File: src/rtl/pwm_capture.sv
// pwm_capture: measures period and high time of an asynchronous PWM input in prescaled clk ticks.
// Defining PWM_CAPTURE_IRQ_EN adds a sticky irq output with an irq_ack input.
module pwm_capture #(
    parameter int SYNC_STAGES = 2
) (
    input  logic        clk,
    input  logic        rst_n,
    input  logic        pwm_in,
    input  logic        en,
    input  logic        clear,
    input  logic [7:0]  prescale,
    output logic [15:0] period_out,
    output logic [15:0] high_out,
    output logic        valid,
    output logic        overflow,
    output logic [1:0]  state_out
`ifdef PWM_CAPTURE_IRQ_EN
    ,
    output logic        irq,
    input  logic        irq_ack
`endif
);
    typedef enum logic [1:0] {IDLE = 2'b00, ARM = 2'b01, HIGH = 2'b10, LOW = 2'b11} state_t;
    state_t state;
    logic [SYNC_STAGES-1:0] sync_q;
    logic        prev, rise, fall, tick, sat_hit;
    logic [7:0]  presc_cnt;
    logic [15:0] timer, high_snap, cap;
    logic [16:0] sum;

    assign rise      = sync_q[SYNC_STAGES-1] & ~prev;
    assign fall      = ~sync_q[SYNC_STAGES-1] & prev;
    assign tick      = en && (presc_cnt == prescale);
    assign sum       = {1'b0, timer} + {16'd0, tick};
    assign cap       = sum[16] ? 16'hFFFF : sum[15:0];
    assign sat_hit   = tick && (timer == 16'hFFFF);
    assign state_out = state;

    always_ff @(posedge clk or negedge rst_n) begin
        if (!rst_n) begin
            sync_q <= '0;
            prev   <= 1'b0;
        end else begin
            {prev, sync_q} <= {sync_q, pwm_in};
        end
    end

    always_ff @(posedge clk or negedge rst_n) begin
        if (!rst_n) begin
            state      <= IDLE;
            presc_cnt  <= 8'd0;
            timer      <= 16'd0;
            high_snap  <= 16'd0;
            period_out <= 16'd0;
            high_out   <= 16'd0;
            valid      <= 1'b0;
            overflow   <= 1'b0;
        end else begin
            valid <= 1'b0;
            if (clear) begin
                state      <= en ? ARM : IDLE;
                presc_cnt  <= 8'd0;
                timer      <= 16'd0;
                high_snap  <= 16'd0;
                period_out <= 16'd0;
                high_out   <= 16'd0;
                overflow   <= 1'b0;
            end else if (!en) begin
                state     <= IDLE;
                presc_cnt <= 8'd0;
                timer     <= 16'd0;
            end else begin
                presc_cnt <= tick ? 8'd0 : presc_cnt + 8'd1;
                timer     <= cap;
                case (state)
                    IDLE: begin
                        state     <= ARM;
                        presc_cnt <= 8'd0;
                        timer     <= 16'd0;
                    end
                    ARM: if (rise) begin
                        state     <= HIGH;
                        presc_cnt <= 8'd0;
                        timer     <= 16'd0;
                    end
                    HIGH: if (fall) begin
                        high_snap <= cap;
                        state     <= LOW;
                    end else if (sat_hit) begin
                        overflow <= 1'b1;
                        state    <= ARM;
                    end
                    LOW: if (rise) begin
                        period_out <= cap;
                        high_out   <= high_snap;
                        valid      <= 1'b1;
                        presc_cnt  <= 8'd0;
                        timer      <= 16'd0;
                        state      <= HIGH;
                    end else if (sat_hit) begin
                        overflow <= 1'b1;
                        state    <= ARM;
                    end
                endcase
            end
        end
    end

`ifdef PWM_CAPTURE_IRQ_EN
    logic ovf_d;

    // a new capture or a fresh overflow sets irq, and beats a same-cycle ack
    always_ff @(posedge clk or negedge rst_n) begin
        if (!rst_n) begin
            ovf_d <= 1'b0;
            irq   <= 1'b0;
        end else begin
            ovf_d <= overflow;
            irq   <= valid | (overflow & ~ovf_d) | (irq & ~(irq_ack | clear));
        end
    end
`endif
endmodule

File: config.mk
export PLATFORM = sky130hd
export DESIGN_NAME = pwm_capture
export DESIGN_NICKNAME = d
export VERILOG_FILES = /design/src/rtl/pwm_capture.sv
export SDC_FILE = /design/constraint.sdc
export NUM_CORES = 1
export LEC_CHECK = 0
export CORE_MARGIN = 5
export CORE_UTILIZATION = 52
export CTS_BUF_LIST = sky130_fd_sc_hd__clkbuf_16
export DETAILED_ROUTE_END_ITERATION = 7
export GPL_TIMING_DRIVEN = 0
export MAX_ROUTING_LAYER = met4
export PLACE_DENSITY = 0.77
export SYNTH_ARGS = -nofsm -noshare
export SYNTH_HDL_FRONTEND = slang
export SYNTH_SLANG_ARGS = --single-unit
File: constraint.sdc
create_clock -name clk -period 4.15 [get_ports clk]
set_clock_uncertainty 0.15 [all_clocks]
set_input_delay 0.83 -clock clk [delete_from_list [all_inputs] [get_ports clk]]
set_output_delay 0.83 -clock clk [all_outputs]
set_load 0.01 [all_outputs]
==> impl.org <==
** Floorplanning
- The die is 90.6 um wide.
- The initial utilization of the core area, before any placement, comes to 0.532.
- Die height :: 90.6 um
- The floorplan step defined a core boundary enclosing 0.00635 mm^2.
- In this run the core area contains 29 standard-cell rows.
- 49 I/O pins were placed.
- The die covers 0.00821 mm^2.

** Power and ir drop
- Switching component of the power :: 0.340 mW
- The share of total power dissipated in the clock network is 0.476.
- Gate power share :: 0.037
- Sequential fraction of design power :: 0.488
- The worst-case IR drop observed on VDD is 0.289 mV.
- In this run the static leakage power is 1.91 nW.
- Power Density :: 373 mW/mm^2
- Internal power comes to 1.25 mW.
- Switching power as a share of total power :: 0.213

** Setup path
- Along the worst path, the maximum fanout reaches 7.
- Data required time of the critical path :: 4.22 ns
- The worst setup path is captured at a register.
- R2R Path End :: high_snap[14]$_DFFE_PN0P_
- Cells along the critical path :: clkdlybuf4s50_1 -> xor2_1 -> nor4_1 -> and3_1 -> ha_1 -> nand3_1 -> nor4_1 -> mux2_2 -> a22o_2
- Critical path class :: in -> reg
- Gate family responsible for the most delay along the worst path :: simple AND/OR/NAND/NOR gates
- Worst path buffer plus inverter count :: 1
- Critical path's slowest cell :: sky130_fd_sc_hd__nor4_1
- Count of cell instances traversed by the critical path :: 9
- The most critical setup path has its startpoint at prescale[3].
- For the worst flop-to-flop path, the logic depth is 8.
- Beginning of the worst register-to-register path :: presc_cnt[5]$_DFF_PN0_
- The cell that appears most often on the critical path is sky130_fd_sc_hd__nor4_1.
- Max incr delay on CP :: 0.59 ns
- Data arrival time of the worst path :: 3.85 ns
- Worst setup slack for register-to-register paths :: 0.84 ns
- Capturing instance or port of the critical path :: high_snap[14]$_DFFE_PN0P_
- Crit path launch type :: input port

** Yosys
- In the post-synthesis netlist, the biggest area contributors are sky130_fd_sc_hd__dfrtp_1, sky130_fd_sc_hd__a22o_1, sky130_fd_sc_hd__xor2_1, sky130_fd_sc_hd__nand2_1, sky130_fd_sc_hd__o21ai_0.
- After technology mapping, the gate count stands at 290.
- The synthesized netlist occupies a cell area of 0.00338 mm^2.
- The Yosys step of the flow raised 0 warnings.
- Mean instance size in the synthesized netlist :: 11.7 um^2
- The share of synthesized area in the top cell type comes to 0.585.
- Counting every net in the synthesized netlist gives 306.
- Count of unique library cells instantiated by Yosys :: 47
- EDFF count, synth :: 0
- Proportion of synthesized flip-flops having asynchronous set or reset :: 1.00
- The biggest area contributor in the post-synthesis netlist is sky130_fd_sc_hd__dfrtp_1.
- Prevailing post-synth register cell :: sky130_fd_sc_hd__dfrtp_1
- Sequential fraction of the synthesis area :: 0.585
- Synthesized flop and latch total :: 79

** GRT
- Entering global routing, the biggest net connects 48 pins.
- The number of antenna violations at the first check in global routing came to 0.
- The global routing stage identified its most utilized layer as met2.
- First-pass GRT wire length :: 12,900 um
- Vias in the first global route :: 2,581
- For this run, the total global-route usage over all layers was measured as 0.202.
- For met2 alone, demand over resource in global routing was 0.298.
- For this run, global-route usage on met3 was measured as 0.0425.
- For this run, global-route usage on met1 was measured as 0.270.
- Remaining global-route overflow :: 0

** Placement
- The congestion estimate from routability-driven global placement came to 0.895.
- Input and output buffers added on the ports amount to 48.
- Post-Place Cells :: 416
- After legalization and detailed placement, the total HPWL measured 5250 um.

** Routing
- Detail-routed via count per cell :: 5.93
- Total Wirelength :: 7550 um
- After detailed routing, the average wire length per cell comes to 17.5 um.
- Post-detailed-route DRC marker count :: 0
- For this block, the initial DRC count from the detailed router was 228.
- Via count of the routed design :: 2,560
- Total iterations of the first detailed-routing run :: 4
- In this run the remaining antenna-violating nets after routing total 0.

** Status
- The flow ran to the end, and the final reports show no timing, DRC or antenna violations.

** Cells and area
- The finished layout holds 432 standard cells, fillers aside.
- The net count of the finished layout is 366.
- Fraction of final layout cells sized beyond drive strength 1 :: 0.0958
- After filler insertion, the fill cell instance count of the layout stands at 492.
- The number of antenna diodes in the final layout is 0.
- From synthesis to final layout, the design area changed by 26.4%.

** Timing
- For the final routed database, the setup TNS stands at 0 ns.
- Subtracting the final worst setup slack from the clock period gives 3.78 ns.
- Setup violations remaining at the end of the flow were counted as 0.
- Worst Max-Slew Pin Slew :: 0.947 ns
- Of the available clock period, the critical path in the final layout requires 0.911.
- Count of final max-slew check failures :: 0
- Rel. slew slack :: 0.363
- The number of hold violations in the final report came to 0.
- Timing would allow up to 265 MHz.
- Setup repair after global routing missed its margin :: no

** Run
- Across the run, the number of max-cap violations was 0.

** Clock network
- Clock-pin slew was measured on the worst setup and hold paths at 0.06 ns.
- Clock Latency Late Sink :: 0.33 ns
- Inserted Clock Buffers :: 9
- After clock tree synthesis, the repair step resized 0 gates.
- CTS Hold Buffers Added :: 0
- No sink is reached through more buffers than the 2 on the longest clock path.
- Library cell used as clock root buffer :: sky130_fd_sc_hd__clkbuf_16
- CTS tree :: done
- After clock tree synthesis, the setup repair step added 0 buffers.
- The clock net in this run drives a total of 79 sinks.
- In this run the number of H-tree levels came out at 3.

** Hold path
- The path class of the tightest hold or removal check is reg -> reg.
- Counting instances, the worst hold path has a depth of 0.
-- final cells by class --
| class | instances | area [um^2] | area share |
|---|---|---|---|
| Tap cell | 77 | 96.3 | 0.0226 |
| Clock inverter | 7 | 63.8 | 0.0149 |
| Clock buffer | 9 | 225 | 0.0527 |
| Sequential cell | 79 | 1980 | 0.463 |
| Buffer | 9 | 41.3 | 0.00967 |
| Timing Repair Buffer | 49 | 505 | 0.118 |
| Multi-Input combinational cell | 196 | 1340 | 0.314 |
| Inverter | 6 | 22.5 | 0.00527 |
-- registers in the layout (all words and copies together), names as in the netlist --
register    count
sync_q          2
presc_cnt       8
overflow        1
valid           1
prev            1
state_out       2
timer          16
high_out       16
high_snap      16
period_out     16
-- cell usage after synthesis, types with 3 or more instances --
cell / number
sky130_fd_sc_hd__nand4_1: 12
sky130_fd_sc_hd__ha_1: 3
sky130_fd_sc_hd__inv_1: 5
sky130_fd_sc_hd__nor2b_1: 8
sky130_fd_sc_hd__o21ai_0: 16
sky130_fd_sc_hd__nand3_1: 5
sky130_fd_sc_hd__nand2b_1: 4
sky130_fd_sc_hd__mux2_2: 3
sky130_fd_sc_hd__xnor2_1: 3
sky130_fd_sc_hd__xor2_1: 12
sky130_fd_sc_hd__a31oi_1: 4
sky130_fd_sc_hd__clkbuf_1: 3
sky130_fd_sc_hd__dfrtp_1: 79
sky130_fd_sc_hd__nor4_1: 4
sky130_fd_sc_hd__nor2_1: 21
sky130_fd_sc_hd__buf_2: 6
sky130_fd_sc_hd__a21oi_1: 5
sky130_fd_sc_hd__nand2_1: 23
sky130_fd_sc_hd__and3_1: 3
sky130_fd_sc_hd__a21o_1: 3
sky130_fd_sc_hd__a22o_1: 30
sky130_fd_sc_hd__nor3_1: 4
-- per-stage QoR --
step / util / hold WS (ns) / cell area, um^2 / setup WS (ns) / power [mW]
finish: 0.673 / 0.197 / 4270 / 0.371 / 1.59
global route: 0.673 / 0.215 / 4270 / 0.213 / 1.65
CTS: 0.673 / 0.199 / 4270 / 0.376 / 1.61
detailed placement: 0.627 / 0.186 / 3980 / 0.0631 / 0.851
global placement: 0.623 / 0.185 / 3960 / -0.580 / 0.847
floorplan: - / 0.181 / 3380 / 0.912 / 0.808
-- cell usage in the layout (no fill, tap or decap), drive strengths merged, types with 8 or more instances in the layout --
master	n
buf	8
nand2	23
a22o	32
xor2	12
dfrtp	79
nand4	13
o21ai	16
nor2b	9
clkbuf	12
nor2	21
clkdlybuf4s50	47
-- cells by family after synthesis --
| group | Yosys count | synth area share |
|---|---|---|
| fa+ha+maj | 3 | 0.0111 |
| buf+inv | 15 | 0.0189 |
| flops | 79 | 0.585 |
| xor+xnor | 15 | 0.0389 |
| simple gates | 99 | 0.165 |
| compound gates | 74 | 0.165 |
| mux | 5 | 0.0159 |
-- metal layers --
metal	part of all wire	up-vias
met5	0	-
met2	0.48	59
met3	0.046	16
met1	0.45	1292
met4	0.023	0
li1	-	1193
-- how the worst min path moves through the flow --
stage                   startpoint                  end
3_5_place_dp   sync_q[0]$_DFF_PN0_  sync_q[1]$_DFF_PN0_
2_1_floorplan  sync_q[0]$_DFF_PN0_  sync_q[1]$_DFF_PN0_
5_1_grt        sync_q[0]$_DFF_PN0_  sync_q[1]$_DFF_PN0_
6_report       sync_q[0]$_DFF_PN0_  sync_q[1]$_DFF_PN0_
3_3_place_gp   sync_q[0]$_DFF_PN0_  sync_q[1]$_DFF_PN0_
4_1_cts        sync_q[0]$_DFF_PN0_  sync_q[1]$_DFF_PN0_
-- power groups by stage --
stage / Clock (mW) / Combinational [mW] / Sequential (mW)
6_report: 0.758 / 0.0586 / 0.777
3_5_place_dp: 0 / 0.0598 / 0.791
4_1_cts: 0.774 / 0.0602 / 0.777
2_1_floorplan: 0 / 0.0176 / 0.791
3_3_place_gp: 0 / 0.0556 / 0.791
5_1_grt: 0.810 / 0.0655 / 0.777
Note: power is estimated with default switching activity, not from simulation.
